<file path="src/rtl/bkg_tile_scan_pkg.sv">
// Shared timing constants and background palette for the tile scanner.
package bkg_tile_scan_pkg;

    // 640x480 @ 60 Hz horizontal timing, in pixels
    localparam int H_VISIBLE = 640;
    localparam int H_FRONT   = 16;
    localparam int H_SYNC    = 96;
    localparam int H_TOTAL   = 800;

    // 640x480 @ 60 Hz vertical timing, in lines
    localparam int V_VISIBLE = 480;
    localparam int V_FRONT   = 10;
    localparam int V_SYNC    = 2;
    localparam int V_TOTAL   = 525;

    // Tile code to 4:4:4 colour: 0 floor, 1 wall, 2..7 game colours
    localparam logic [11:0] PALETTE [0:7] = '{
        12'h000, 12'h00F, 12'h0F0, 12'hF00,
        12'hFF0, 12'h0FF, 12'hF0F, 12'hFFF
    };

    function automatic logic [11:0] palette_lookup(input logic [2:0] code);
        return PALETTE[code];
    endfunction

endpackage

</file>
<file path="src/rtl/vga_timing.sv">
// Free-running 800x525 raster counters with raw (unregistered) sync and visible flags.
module vga_timing
    import bkg_tile_scan_pkg::*;
(
    input  logic       clk,
    input  logic       rst,
    input  logic       pix_ce,
    output logic [9:0] h,
    output logic [9:0] v,
    output logic       hsync,
    output logic       vsync,
    output logic       visible,
    output logic       line_end,
    output logic       frame_end
);

    localparam logic [9:0] H_LAST     = 10'(H_TOTAL - 1);
    localparam logic [9:0] V_LAST     = 10'(V_TOTAL - 1);
    localparam logic [9:0] H_SYNC_BEG = 10'(H_VISIBLE + H_FRONT);
    localparam logic [9:0] H_SYNC_END = 10'(H_VISIBLE + H_FRONT + H_SYNC);
    localparam logic [9:0] V_SYNC_BEG = 10'(V_VISIBLE + V_FRONT);
    localparam logic [9:0] V_SYNC_END = 10'(V_VISIBLE + V_FRONT + V_SYNC);

    assign line_end  = (h == H_LAST);
    assign frame_end = line_end && (v == V_LAST);
    assign visible   = (h < 10'(H_VISIBLE)) && (v < 10'(V_VISIBLE));
    assign hsync     = !((h >= H_SYNC_BEG) && (h < H_SYNC_END));
    assign vsync     = !((v >= V_SYNC_BEG) && (v < V_SYNC_END));

    // Advance the raster position once per pixel enable, wrapping both axes together
    always_ff @(posedge clk) begin
        if (rst) begin
            h <= '0;
            v <= '0;
        end else if (pix_ce) begin
            if (line_end) begin
                h <= '0;
                v <= (v == V_LAST) ? 10'd0 : v + 10'd1;
            end else begin
                h <= h + 10'd1;
            end
        end
    end

endmodule

</file>
<file path="src/rtl/bkg_tile_scan.sv">
// Background tile scanner: walks the tile map in raster order, looks up each
// tile code through the palette and emits VGA pixels two pixel-clocks later.
module bkg_tile_scan
    import bkg_tile_scan_pkg::*;
#(
    parameter int TILE_COLS  = 20,
    parameter int TILE_ROWS  = 15,
    parameter int TILE_SHIFT = 5
) (
    input  logic        clk,
    input  logic        rst,
    input  logic        pix_ce,
    output logic [8:0]  rom_addr,
    input  logic [2:0]  rom_q,
    output logic        hsync,
    output logic        vsync,
    output logic        de,
    output logic [11:0] rgb,
    output logic        frame_start
);

    localparam logic [8:0] COL_LAST      = 9'(TILE_COLS - 1);
    localparam logic [8:0] ROW_STEP      = 9'(TILE_COLS);
    localparam logic [8:0] ROW_BASE_LAST = 9'(TILE_COLS * (TILE_ROWS - 1));
    localparam logic [9:0] TILE_MASK     = 10'((1 << TILE_SHIFT) - 1);

    logic [9:0] h;
    logic [9:0] v;
    logic       hsync_p0, vsync_p0, vld_p0;
    logic       line_end, frame_end;
    logic       tile_edge_h, tile_edge_v;

    logic [8:0] col;
    logic [8:0] row_base;

    logic       vld_p1, hsync_p1, vsync_p1, fs_p1;

    vga_timing u_timing (
        .clk       (clk),
        .rst       (rst),
        .pix_ce    (pix_ce),
        .h         (h),
        .v         (v),
        .hsync     (hsync_p0),
        .vsync     (vsync_p0),
        .visible   (vld_p0),
        .line_end  (line_end),
        .frame_end (frame_end)
    );

    // Last pixel of a tile column / last line of a tile row
    assign tile_edge_h = (h & TILE_MASK) == TILE_MASK;
    assign tile_edge_v = (v & TILE_MASK) == TILE_MASK;

    // Column and row-base counters replace a row*TILE_COLS multiply; both saturate on the last tile
    always_ff @(posedge clk) begin
        if (rst) begin
            col      <= '0;
            row_base <= '0;
        end else if (pix_ce) begin
            if (line_end)
                col <= '0;
            else if (vld_p0 && tile_edge_h && col != COL_LAST)
                col <= col + 9'd1;

            if (frame_end)
                row_base <= '0;
            else if (line_end && v < 10'(V_VISIBLE) && tile_edge_v && row_base != ROW_BASE_LAST)
                row_base <= row_base + ROW_STEP;
        end
    end

    // ---- stage 0 -> stage 1: tile address out to the ROM, syncs follow ----
    always_ff @(posedge clk) begin
        if (rst) begin
            rom_addr <= '0;
            vld_p1   <= 1'b0;
            hsync_p1 <= 1'b1;
            vsync_p1 <= 1'b1;
            fs_p1    <= 1'b0;
        end else if (pix_ce) begin
            rom_addr <= vld_p0 ? (row_base + col) : 9'd0;
            vld_p1   <= vld_p0;
            hsync_p1 <= hsync_p0;
            vsync_p1 <= vsync_p0;
            fs_p1    <= (h == 10'd0) && (v == 10'd0);
        end
    end

    // ---- stage 1 -> stage 2: palette colour, blanked outside the visible area ----
    always_ff @(posedge clk) begin
        if (rst) begin
            rgb         <= 12'h000;
            de          <= 1'b0;
            hsync       <= 1'b1;
            vsync       <= 1'b1;
            frame_start <= 1'b0;
        end else if (pix_ce) begin
            rgb         <= vld_p1 ? palette_lookup(rom_q) : 12'h000;
            de          <= vld_p1;
            hsync       <= hsync_p1;
            vsync       <= vsync_p1;
            frame_start <= fs_p1;
        end
    end

endmodule
</file>
<file path="config.mk">
export PLATFORM = sky130hd
export DESIGN_NAME = bkg_tile_scan
export DESIGN_NICKNAME = d
export VERILOG_FILES = /design/src/rtl/bkg_tile_scan_pkg.sv /design/src/rtl/vga_timing.sv /design/src/rtl/bkg_tile_scan.sv
export SDC_FILE = /design/constraint.sdc
export NUM_CORES = 1
export LEC_CHECK = 0
export CAP_MARGIN = 20
export CORE_MARGIN = 2
export CORE_UTILIZATION = 40
export CTS_BUF_LIST = sky130_fd_sc_hd__clkbuf_8
export DETAILED_ROUTE_END_ITERATION = 8
export GPL_TIMING_DRIVEN = 0
export SYNTH_ARGS = -nofsm -noshare
export SYNTH_HDL_FRONTEND = slang
export SYNTH_SLANG_ARGS = --single-unit
</file>
<file path="constraint.sdc">
create_clock -name clk -period 2.9 [get_ports clk]
set_input_delay 0.87 -clock clk [delete_from_list [all_inputs] [get_ports clk]]
set_output_delay 0.87 -clock clk [all_outputs]
set_load 0.02 [all_outputs]
</file>
==> results.json <==
{
  "drive_gt1_frac": 0.0854,
  "fin_skew_ns": 0.0120,
  "synth.avg_cell_area_um2": 8.37,
  "synth_commonest_cells": "56 x dfxtp_1, 40 x nor2_1, 29 x a21oi_1",
  "rsz0062_at_grt": "no",
  "synth_edf_count": 0,
  "fin_util": 0.485,
  "fmax_mhz": 362,
  "design_area_um2": 3540,
  "antenna_left": 0,
  "post-place-ws_ns": -0.368,
  "grt-ovfl-total": 0,
  "cts_hold_buf": 0,
  "grt_pass1_wl_um": 12300,
  "slowest_stage": "clkdlybuf4s50_1",
  "h-tree-depth": 2,
  "clockRootBuffer": "clkbuf_8",
  "viasPerCell": 5.43,
  "drv_cap": 0,
  "drc": 0,
  "ir_drop_mv": 0.235,
  "ys_seq_area_frac": 0.372,
  "status": "complete, no violations",
  "holdWs_ns": 0.475,
  "vias": 2697,
  "synth_cell_types": 57,
  "grt_max_degree": 17,
  "io_pins": 31,
  "postCtsSetupRepairBufs": 0,
  "rows": 31,
  "hold_viol": 0,
  "drt-initial-drc-count": 165,
  "worstMarginPinSlew_ns": 0.985,
  "synth-seq-cells": 56,
  "instances_no_fill": 497,
  "yosys_warnings": 0,
  "relSlewSlack": 0.334,
  "min_period_ns": 2.76,
  "diodes": 0,
  "areaGrowthSynthToFinish_pct": 17.4,
  "dp_cells": 489,
  "syn-cell-area_um2": 3010,
  "cts_buffer_depth": 2,
  "grt_antenna_before_repair": 0,
  "layout.nets": 419,
  "dieArea_um2": 8250,
  "path_cells": "clkdlybuf4s50_1, or3b_4, or3_1, buf_2, or4_1, a21oi_1",
  "tritoncts": "built",
  "placed_cell_area_um2": 3440,
  "die_y_um": 90.8,
  "worstHoldPathType": "reg2reg",
  "cts_buffers": 5,
  "wl_per_cell_um": 14.5,
  "gp_congestion": 0.884,
  "core-area_um2": 7290,
  "dp_hpwl_um": 5210,
  "p_int_mw": 1.01,
  "switching_share": 0.240,
  "worstSetupStartpointType": "input pin",
  "port_buffers": 30,
  "cp_slowest_stage_delay_ns": 0.59,
  "synth_top_area_cell": "dfxtp_1",
  "seqPwrFrac": 0.589,
  "arrival_ns": 3.01,
  "postLayoutSetupSlackWorst_ns": 0.136,
  "crit_type": "in2reg",
  "r2r_slack_ns": 0.42,
  "clk_latency_ns": 0.31,
  "grt_pass1_vias": 2592,
  "critPathMaxFanout": 8,
  "clkSinkCount": 56,
  "endpoint_kind": "flip-flop",
  "synthTopCellsByArea": "dfxtp_1 37%, ha_1 6.6%, nor2_1 5.0%, a21oi_1 4.8%, nand3_1 3.5%",
  "synth_flop_cell": "dfxtp_1",
  "switchingPower_mw": 0.319,
  "clkPwrFrac": 0.338,
  "power.density_nw_per_um2": 376,
  "wl_um": 7210,
  "setup_violations": 0,
  "required_ns": 3.14,
  "die_w_um": 90.8,
  "fin_crit_sh": 0.953,
  "synth_nets": 382,
  "pwr-share-comb": 0.073,
  "power.total_mw": 1.33,
  "dr.pass1.iters": 4,
  "fin_setup_tns_ns": 0,
  "clkSlewWorstSetupHoldPaths_ns": 0.10,
  "syn_inst": 360,
  "async_flop_share": 0,
  "yosysMostFrequentCell": "dfxtp_1",
  "drv_slew": 0,
  "start_util": 0.413,
  "grt_use_total": 0.181,
  "p_leak_nw": 1.41,
  "synth_top_area_frac": 0.372
}
## worst max-delay path, delay by kind of cell
family / cells / cell delay (ns)
and+or+nand+nor: 3 / 1.23
buffers and inverters: 2 / 0.76
AOI/OAI and AO/OA: 1 / 0.13
## layout by cell type, fill, tap and decap left out, types with 9 or more instances in the layout
cell / count
o21ai_0: 11
dfxtp_1: 56
nor2_1: 40
xor2_1: 9
nor3_1: 10
ha_1: 16
nand3_1: 21
buf_4: 9
clkdlybuf4s50_1: 30
nand2_1: 22
a21oi_1: 29
inv_1: 11
## worst paths after layout
path              endpoint  depth (start not counted)           from
max          u_timing.v[8]                          6         pix_ce
min                  fs_p1                          2          fs_p1
max reg2reg         col[8]                          6  u_timing.v[5]
min reg2reg          fs_p1                          2          fs_p1
## logic make-up (layout without fill, tap and decap cells)
family	Yosys count	in the layout	synth area share
xor+xnor	15	15	0.0436
simple gates	152	152	0.267
buf+inv	37	75	0.0610
mux	9	9	0.0311
compound gates	75	75	0.159
fa+ha+maj	16	16	0.0664
flops	56	56	0.372
## power groups by stage
stage               registers (mW)  clock network, mW  logic [mW]
floorplan                    0.803                  0      0.0561
global placement             0.801                  0      0.0968
detailed placement           0.802                  0      0.0974
CTS                          0.784              0.464      0.0979
global route                 0.786              0.491       0.108
finish                       0.783              0.449      0.0970
## routing by layer
layer  share of wire  global-route usage
met5               0                   0
met4           0.011              0.0606
met3           0.046              0.0292
met2            0.47               0.307
met1            0.48               0.235
## registers in the layout, summed over array words and instances, names as in the netlist, 3 cells and up
register and count:
col 9, rgb 3, rom_addr 9, row_base 7
u_timing.h 10, u_timing.v 10
## what timing repair did
| item | CTS | global route |
|---|---|---|
| endpoints found under the setup margin | 1 | 13 |
| resized for setup | 1 | 5 |
| endpoints found under the hold margin | 0 | 0 |
## final cells by class
| cell class | instances | area (um2) |
|---|---|---|
| fill | 740 | 3750 |
| multi-input combinational | 267 | 1710 |
| sequential | 56 | 1120 |
| timing repair buffer | 30 | 300 |
| buffer | 25 | 143 |
| tap | 99 | 124 |
| clock buffer | 6 | 82.6 |
| inverter | 12 | 45.0 |
| clock inverter | 2 | 10.0 |
(Power assumes the default switching activity.)
